**config.mk**
```make
export PLATFORM = sky130hd
export DESIGN_NAME = fetch_from_memory
export DESIGN_NICKNAME = d
export VERILOG_FILES = /design/src/rtl/fetch_from_memory.sv
export SDC_FILE = /design/constraint.sdc
export NUM_CORES = 1
export LEC_CHECK = 0
export ABC_AREA = 1
export ABC_CLOCK_PERIOD_IN_PS = 1600
export CORE_UTILIZATION = 25
export CTS_BUF_LIST = sky130_fd_sc_hd__clkbuf_8
export CTS_CLUSTER_DIAMETER = 60
export CTS_CLUSTER_SIZE = 28
export DETAILED_ROUTE_END_ITERATION = 7
export GPL_TIMING_DRIVEN = 0
export MAX_ROUTING_LAYER = met4
export PLACE_DENSITY = 0.63
export SLEW_MARGIN = 40
export SYNTH_ARGS = -nofsm -noshare
export SYNTH_HDL_FRONTEND = slang
export SYNTH_SLANG_ARGS = --single-unit
```
**constraint.sdc**
```tcl
create_clock -name clk -period 1.6 [get_ports clk]
set_input_delay 0.32 -clock clk [delete_from_list [all_inputs] [get_ports clk]]
set_output_delay 0.32 -clock clk [all_outputs]
set_load 0.005 [all_outputs]
```
**src/rtl/fetch_from_memory.sv**
```systemverilog
// -----------------------------------------------------------------------------
// fetch_from_memory
//
// Line-fill engine between the instruction/data caches and the SysBus.
// A fetch request (fetch_type INSTRUCTION or DATA) latches the line-aligned
// address, issues one line read on the bus, then collects the response
// beats. Each accepted beat is forwarded to the cache as an
// (address, data, write-strobe) triple one clock later. The strobe of the
// final beat also carries the one-cycle done pulse.
//
// Ports:
//   clk, reset                  clock; synchronous active-high reset
//   start_addr                  requested byte address (any alignment)
//   fetch_type                  00 NONE, 01 INSTRUCTION, 10 DATA, 11 NONE
//   bus_reqcyc/bus_req/bus_reqtag  read request (valid, line address, tag)
//   bus_reqack                  bus accepted the request
//   bus_respcyc/bus_resp/bus_resptag  response beat (valid, data, tag)
//   bus_respack                 beat acknowledge (combinational)
//   ofm_fetch_from_memory_done  one-cycle pulse with the last beat strobe
//   ofm_write_to_cache          one-cycle strobe per delivered beat
//   ofm_addr, ofm_data          byte address and data of delivered beat
//
// Build option:
//   FETCH_MEM_TAG_CHECK_EN      when defined, a response beat is accepted
//                               only if bus_resptag equals the read tag;
//                               otherwise bus_resptag is ignored.
// -----------------------------------------------------------------------------
module fetch_from_memory #(
  parameter int BUS_DATA_WIDTH = 64,
  parameter int BUS_TAG_WIDTH  = 13,
  parameter int LINE_BYTES     = 64
) (
  input  logic                      clk,
  input  logic                      reset,
  input  logic [63:0]               start_addr,
  input  logic [1:0]                fetch_type,
  output logic                      bus_reqcyc,
  output logic [BUS_DATA_WIDTH-1:0] bus_req,
  output logic [BUS_TAG_WIDTH-1:0]  bus_reqtag,
  input  logic                      bus_reqack,
  input  logic                      bus_respcyc,
  input  logic [BUS_DATA_WIDTH-1:0] bus_resp,
  input  logic [BUS_TAG_WIDTH-1:0]  bus_resptag,
  output logic                      bus_respack,
  output logic                      ofm_fetch_from_memory_done,
  output logic                      ofm_write_to_cache,
  output logic [63:0]               ofm_addr,
  output logic [BUS_DATA_WIDTH-1:0] ofm_data
);

  localparam int BEATS  = LINE_BYTES * 8 / BUS_DATA_WIDTH;
  localparam int BEAT_W = (BEATS > 1) ? $clog2(BEATS) : 1;
  localparam int OFF_W  = $clog2(LINE_BYTES);
  localparam logic [63:0]              BEAT_BYTES = 64'(BUS_DATA_WIDTH / 8);
  localparam logic [BEAT_W-1:0]        LAST_BEAT  = BEAT_W'(BEATS - 1);
  // READ in bit 12, MEMORY target (4'b0001) in bits 11:8, low byte zero.
  localparam logic [BUS_TAG_WIDTH-1:0] READ_TAG   = BUS_TAG_WIDTH'(13'h1100);

  typedef enum logic [1:0] {
    IDLE       = 2'd0,
    REQUESTING = 2'd1,
    READING    = 2'd2
  } state_t;

  state_t              state;
  state_t              state_next;
  logic [63:0]         line;
  logic [BEAT_W-1:0]   beat;
  logic                start_fill;
  logic                tag_ok;
  logic                beat_ok;
  logic                unused_ok;

  // Only the two real request types start a fill; 11 behaves like NONE.
  assign start_fill = (fetch_type == 2'b01) || (fetch_type == 2'b10);

`ifdef FETCH_MEM_TAG_CHECK_EN
  assign tag_ok = (bus_resptag == READ_TAG);
`else
  assign tag_ok = 1'b1;
`endif

  // A beat counts only while collecting the line; stray beats elsewhere
  // are neither acknowledged nor forwarded.
  assign beat_ok = (state == READING) && bus_respcyc && tag_ok;

  // Offset bits of start_addr are dropped by line alignment; the response
  // tag is unused when tag checking is compiled out.
  assign unused_ok = ^{start_addr[OFF_W-1:0], bus_resptag};

  // State register
  always_ff @(posedge clk) begin
    if (reset) begin
      state <= IDLE;
    end else begin
      state <= state_next;
    end
  end

  // Next-state logic
  always_comb begin
    state_next = state;
    case (state)
      IDLE:       if (start_fill) state_next = REQUESTING;
      REQUESTING: if (bus_reqack) state_next = READING;
      READING:    if (beat_ok && (beat == LAST_BEAT)) state_next = IDLE;
      default:    state_next = IDLE;
    endcase
  end

  // Bus-facing outputs: request held stable for the whole REQUESTING state.
  always_comb begin
    bus_reqcyc  = 1'b0;
    bus_req     = '0;
    bus_reqtag  = '0;
    bus_respack = 1'b0;
    case (state)
      REQUESTING: begin
        bus_reqcyc = 1'b1;
        bus_req    = BUS_DATA_WIDTH'(line);
        bus_reqtag = READ_TAG;
      end
      READING: bus_respack = beat_ok;
      default: ;
    endcase
  end

  // Line latch, beat counter and registered cache-side outputs
  always_ff @(posedge clk) begin
    if (reset) begin
      line                       <= '0;
      beat                       <= '0;
      ofm_write_to_cache         <= 1'b0;
      ofm_fetch_from_memory_done <= 1'b0;
      ofm_addr                   <= '0;
      ofm_data                   <= '0;
    end else begin
      ofm_write_to_cache         <= 1'b0;
      ofm_fetch_from_memory_done <= 1'b0;
      case (state)
        IDLE: begin
          if (start_fill) begin
            line <= {start_addr[63:OFF_W], {OFF_W{1'b0}}};
          end
        end
        REQUESTING: begin
          if (bus_reqack) begin
            beat <= '0;
          end
        end
        READING: begin
          if (beat_ok) begin
            ofm_write_to_cache <= 1'b1;
            ofm_addr           <= line + 64'(beat) * BEAT_BYTES;
            ofm_data           <= bus_resp;
            beat               <= beat + 1'b1;
            if (beat == LAST_BEAT) begin
              ofm_fetch_from_memory_done <= 1'b1;
            end
          end
        end
        default: ;
      endcase
    end
  end

endmodule

```
Word level (Yosys, flattened, before mapping):

Cells that the tools add are included.

* flip-flop bits (word level): 193
* bits of input ports: 147
* output and inout port bits: 209
* word-level logic and storage cells: 44

* $add $sub $neg: 2
* equality and inequality tests: 9
* muxes and demuxes: 13
* bitwise operators: 2
* reduce and logical (&&, ||, !) cells: 11

Operator list (count)
* 64-bit by 6-bit adder with 64-bit output: 1
* 64-bit 2-to-1 mux: 1
* 13-bit 2-to-1 mux: 1
* 2-bit 2-to-1 mux: 3
* 3-bit 2-to-1 mux: 2
* 2-bit != test, second input constant: 3
* 2-bit case mux with 3 select lines: 1
* 3-bit case mux with 2 select lines: 1
* 3-bit AND reduction: 2
* 2-bit by 1-bit == test with 1-bit output, second input constant: 2
* 2-bit == test, second input constant: 2
* 1-bit 2-to-1 mux: 4
* 2-bit AND reduction: 2
* 3-bit by 1-bit adder with 3-bit output, second input constant: 1
* 3-bit == test, second input constant: 1
* 3-bit OR reduction: 1
* 1-bit logical AND: 2
* 2-bit zero test: 1
* 2-bit by 1-bit != test with 1-bit output, second input constant: 1
* 1-bit NOT: 2
* 2-bit nonzero test: 1
* 2-bit OR reduction: 1
* 1-bit logical OR: 1

Logic depth before layout (Yosys ltp):

* word-level depth: 5
* depth in mapped cells: 8
* depth with buffers taken out: 6

Worst setup path before layout:

OpenSTA, ideal clock, no wires.

* path kind: reg-to-output
* from: register state[0]
* to: output bus_req[31]
* data arrival time: 1.145 ns
* required time: 1.280 ns
* slack: 0.135 ns
* stages on the path, launching flop included: 7
* buffers on the path: 2
* path through: dfxtp_1 inv_2 nor2_2 inv_2 buf_2 buf_2 nor2_1

* longest elaborated chain between the ends: 2

Ends and longest elaborated chain
* start: declaration: line 65 `state_t state;`
* start signal: assignment: line 96 `state <= state_next;`
* 2-bit by 1-bit == test with 1-bit output: line 117 `case (state)`
* 64-bit 2-to-1 mux: line 117
* end: declaration: line 38 `output logic [BUS_DATA_WIDTH-1:0] bus_req,`

Every way passes these cells.

Final worst setup path:

* from: register state[0]
* to: output bus_req[61]

Same word-level chain as after synthesis.

==> results.md <==
- Peak fanout along the critical path: 10
- Placement-stage cell area: 0.0117 sq mm
- Clock transition at the registers of the reported paths: 0.12 ns
- Antenna violations before repair: 5
- Final-layout fill cell count: 3,292
- Worst-skew pair later-pin latency: 0.45 ns
- Clock tree from TritonCTS: built
- Final critical delay including setup and external delays: 1.96 ns
- Final global-route overflow total: 0
- Compound-gate portion of the synthesized area: 0.0815
- Adder-cell share of the synthesized area: 0.00313
- Setup Crit Path Kind: reg2out
- Area of the mapped netlist: 0.00799 sq mm
- Top-Level Pins: 356
- Die ar.: 0.0327 sq mm
- Post-Route M1 WL: 12,300 microns
- Launching element type of the critical path: flip-flop
- Kind of end point of the critical path: output port
- Portion of total power attributed to the clock network: 0.302
- Number of instances in the synthesized netlist: 1,165
- Length of routed met3 wiring: 1770 microns
- Num Clock Sinks: 190
- Synthesis Warnings: 0
- Worst hold path class: in2reg
- Most frequent cells in the layout: 352 x sky130_fd_sc_hd__nand2_1, 171 x sky130_fd_sc_hd__inv_1, 130 x sky130_fd_sc_hd__a21oi_1, 128 x sky130_fd_sc_hd__dlygate4sd2_1, 125 x sky130_fd_sc_hd__clkdlybuf4s50_1
- HPWL reported at the end of detailed placement: 21,100 microns
- Unrepaired setup endpoints after global routing: yes
- Cell area after layout: 0.0132 sq mm
- Number of storage elements in the synthesis netlist: 190
- Layout cells sized above 1: 0.243
- Total track usage: 0.181
- Total Neg Setup Slack: -18.89 ns
- Leakage component of the power: 6.37 nW
- Worst path required time: 1.28 ns
- Clock root buffer: sky130_fd_sc_hd__clkbuf_8
- Violations in the final reports: setup timing
- Critical Path Source: state[0]
- Number of different library cells in the post-synthesis netlist: 19
- Detailed Routing Iterations Pass 1: 4
- Slew Limit Headroom: 0.615
- Part of the Yosys area used for sequential elements: 0.476
- Number of global-route vias before repair: 8,039
- Core area: 0.0315 sq mm
- First-pass GRT wire length: 44,800 microns
- Tot Pwr: 10.9 mW
- Pwr per Cell Area: 828 mW/mm^2
- DRC: 0
- Via density per instance: 4.20
- Post-route clock skew: 0.0199 ns
- Number of H-tree levels: 4
- Wire length per cell after detailed routing: 14.5 microns
- Mux contribution to synthesized area: 0
- Outcome: finished with violations
- Worst Path Arrival: 1.64 ns
- Final number of hold-violating endpoints: 0
- Layout Area Growth over Synthesis: 65.1%
- Dominant combinational cell family by area after synthesis: simple AND/OR/NAND/NOR gates
- Parity-gate share of the synthesized area counting xor and xnor cells: 0
- Non-filler instance count after layout: 1,991
- Routability cong.: 0.885
- Antenna Violating Nets Remaining: 0
- Hold buffer count at cts: 0
- Clock buffers created by TritonCTS: 17
- MaxCap Viol Count: 0
- Worst path setup slack after routing: -0.358 ns
- Height of the die: 181 microns
- Highest routed layer: met4
- Design internal power: 7.60 mW
- Register share of total power: 0.465
- Worst R2R Start: state[1]
- Transition at the pin with the smallest max-transition slack: 0.577 ns
- FP Rows: 65
- Max-slew violation count: 0
- Final Setup Violations: 79
- Worst ir drop on vdd: 0.428 mV
- Tcrit/Tclk final: 1.22
- Simple-gate area share of the yosys netlist: 0.285
- Max Root-Sink Buffers: 2
- Final-stage net count: 1,720
- Startpoint of the lowest-slack hold path: bus_resp[57]
- Number of vias in the routed layout: 8,360
- Iteration-0 DRC count of the detailed router: 292
- Logic gate share of total power: 0.233
- Max Freq: 511 MHz
- Fraction of power spent switching nets: 0.304
- Average instance area after synthesis: 6.85 sq um
- Cell count after placement: 1,901
- Total met2 wirelength after detailed routing: 14,300 microns
- Final core area utilization: 0.419
- Net switching power: 3.32 mW
- Port-buffer cells: 315
- Leading cell type in the layout, fill and taps excluded: sky130_fd_sc_hd__nand2_1
- Initial core utilization: 0.254
- Horizontal extent of the die: 181 microns
- Total length of routed wires: 28,900 microns
- Maximum number of pins on one net before global-route repair: 19
[worst paths after layout]
check                                     to  slack (ns)  depth (start not counted)
worst max register to register      line[61]       -0.07                         10
worst max-delay path             bus_req[61]       -0.36                          6
worst min register to register   ofm_addr[6]        0.45                          2
worst min-delay path            ofm_data[57]        0.40                          3
[cell usage after synthesis]
| master | number | area, sq um |
|---|---|---|
| sky130_fd_sc_hd__buf_1 | 5 | 18.8 |
| sky130_fd_sc_hd__inv_2 | 3 | 11.3 |
| sky130_fd_sc_hd__ha_1 | 2 | 25.0 |
| sky130_fd_sc_hd__buf_4 | 29 | 218 |
| sky130_fd_sc_hd__nand2_1 | 370 | 1390 |
| sky130_fd_sc_hd__nand4_1 | 61 | 382 |
| sky130_fd_sc_hd__buf_6 | 1 | 11.3 |
| sky130_fd_sc_hd__nor2_1 | 117 | 439 |
| sky130_fd_sc_hd__clkbuf_1 | 34 | 128 |
| sky130_fd_sc_hd__nand3_1 | 5 | 25.0 |
| sky130_fd_sc_hd__nor2_2 | 1 | 6.26 |
| sky130_fd_sc_hd__dfxtp_1 | 190 | 3800 |
| sky130_fd_sc_hd__nand3_2 | 2 | 20.0 |
| sky130_fd_sc_hd__nor2_4 | 1 | 11.3 |
| sky130_fd_sc_hd__nor3b_1 | 1 | 7.51 |
| sky130_fd_sc_hd__buf_2 | 32 | 160 |
| sky130_fd_sc_hd__inv_1 | 180 | 676 |
| sky130_fd_sc_hd__a21oi_1 | 130 | 651 |
| sky130_fd_sc_hd__conb_1 | 1 | 3.75 |
[cell families (layout without fill, tap and decap cells)]
| logic type | count (synthesis) | in the layout |
|---|---|---|
| simple gates | 558 | 558 |
| flops | 190 | 190 |
| compound gates | 130 | 130 |
| other cells | 1 | 25 |
| buf+inv | 284 | 684 |
| fa+ha+maj | 2 | 2 |
[metrics by stage]
step / hold WS (ns) / setup WS (ns)
detailed placement: 0.453 / -0.849
floorplan: 0.439 / 0.135
finish: 0.398 / -0.358
global route: 0.354 / -0.470
CTS: 0.344 / -0.441
global placement: 0.444 / -0.855
[power groups by stage]
stage	Sequential (mW)	Combinational (mW)	Clock, mW
detailed placement	5.19	1.84	0
CTS	5.08	2.36	3.44
global placement	5.18	1.83	0
finish	5.08	2.54	3.29
global route	5.11	2.80	3.62
floorplan	5.16	0.969	0
[sequential cells by signal (all words and copies together), names as in the netlist]
signal                      flops
beat                            3
ofm_addr                       61
line                           58
ofm_fetch_from_memory_done      1
ofm_write_to_cache              1
state                           2
ofm_data                       64
[worst max-delay path, cell delays in order, from the launching register on]
cell,delay [ns]
sky130_fd_sc_hd__dfxtp_2,0.37
sky130_fd_sc_hd__inv_4,0.05
sky130_fd_sc_hd__nor2_4,0.18
sky130_fd_sc_hd__inv_6,0.08
sky130_fd_sc_hd__clkbuf_16,0.18
sky130_fd_sc_hd__nor2_2,0.11
sky130_fd_sc_hd__clkdlybuf4s15_2,0.22
[what timing repair did]
action | 4_1_cts | 5_1_grt
setup endpoints to repair | 217 | 227
cloned | 8 | 1
setup buffers | 38 | 11
resized for setup | 587 | 120
pin swaps | 5 | 3
[layout make-up]
class | count | area (sq um) | share of cell area
sequential | 190 | 3910 | 0.296
timing repair buffer | 371 | 3460 | 0.262
multi-input combinational | 710 | 3380 | 0.256
buffer | 98 | 828 | 0.0628
inverter | 183 | 699 | 0.0531
tap | 402 | 503 | 0.0382
clock buffer | 18 | 248 | 0.0188
clock inverter | 14 | 150 | 0.0114
antenna | 5 | 12.5 | 0.000949
[routing by layer]
metal,up-vias,global-route usage
met5,-,-
met4,0,0.0492
met3,29,0.0468
met2,243,0.314
met1,3772,0.205
li1,4316,-
No activity file was read; power rests on OpenSTA's default activity.
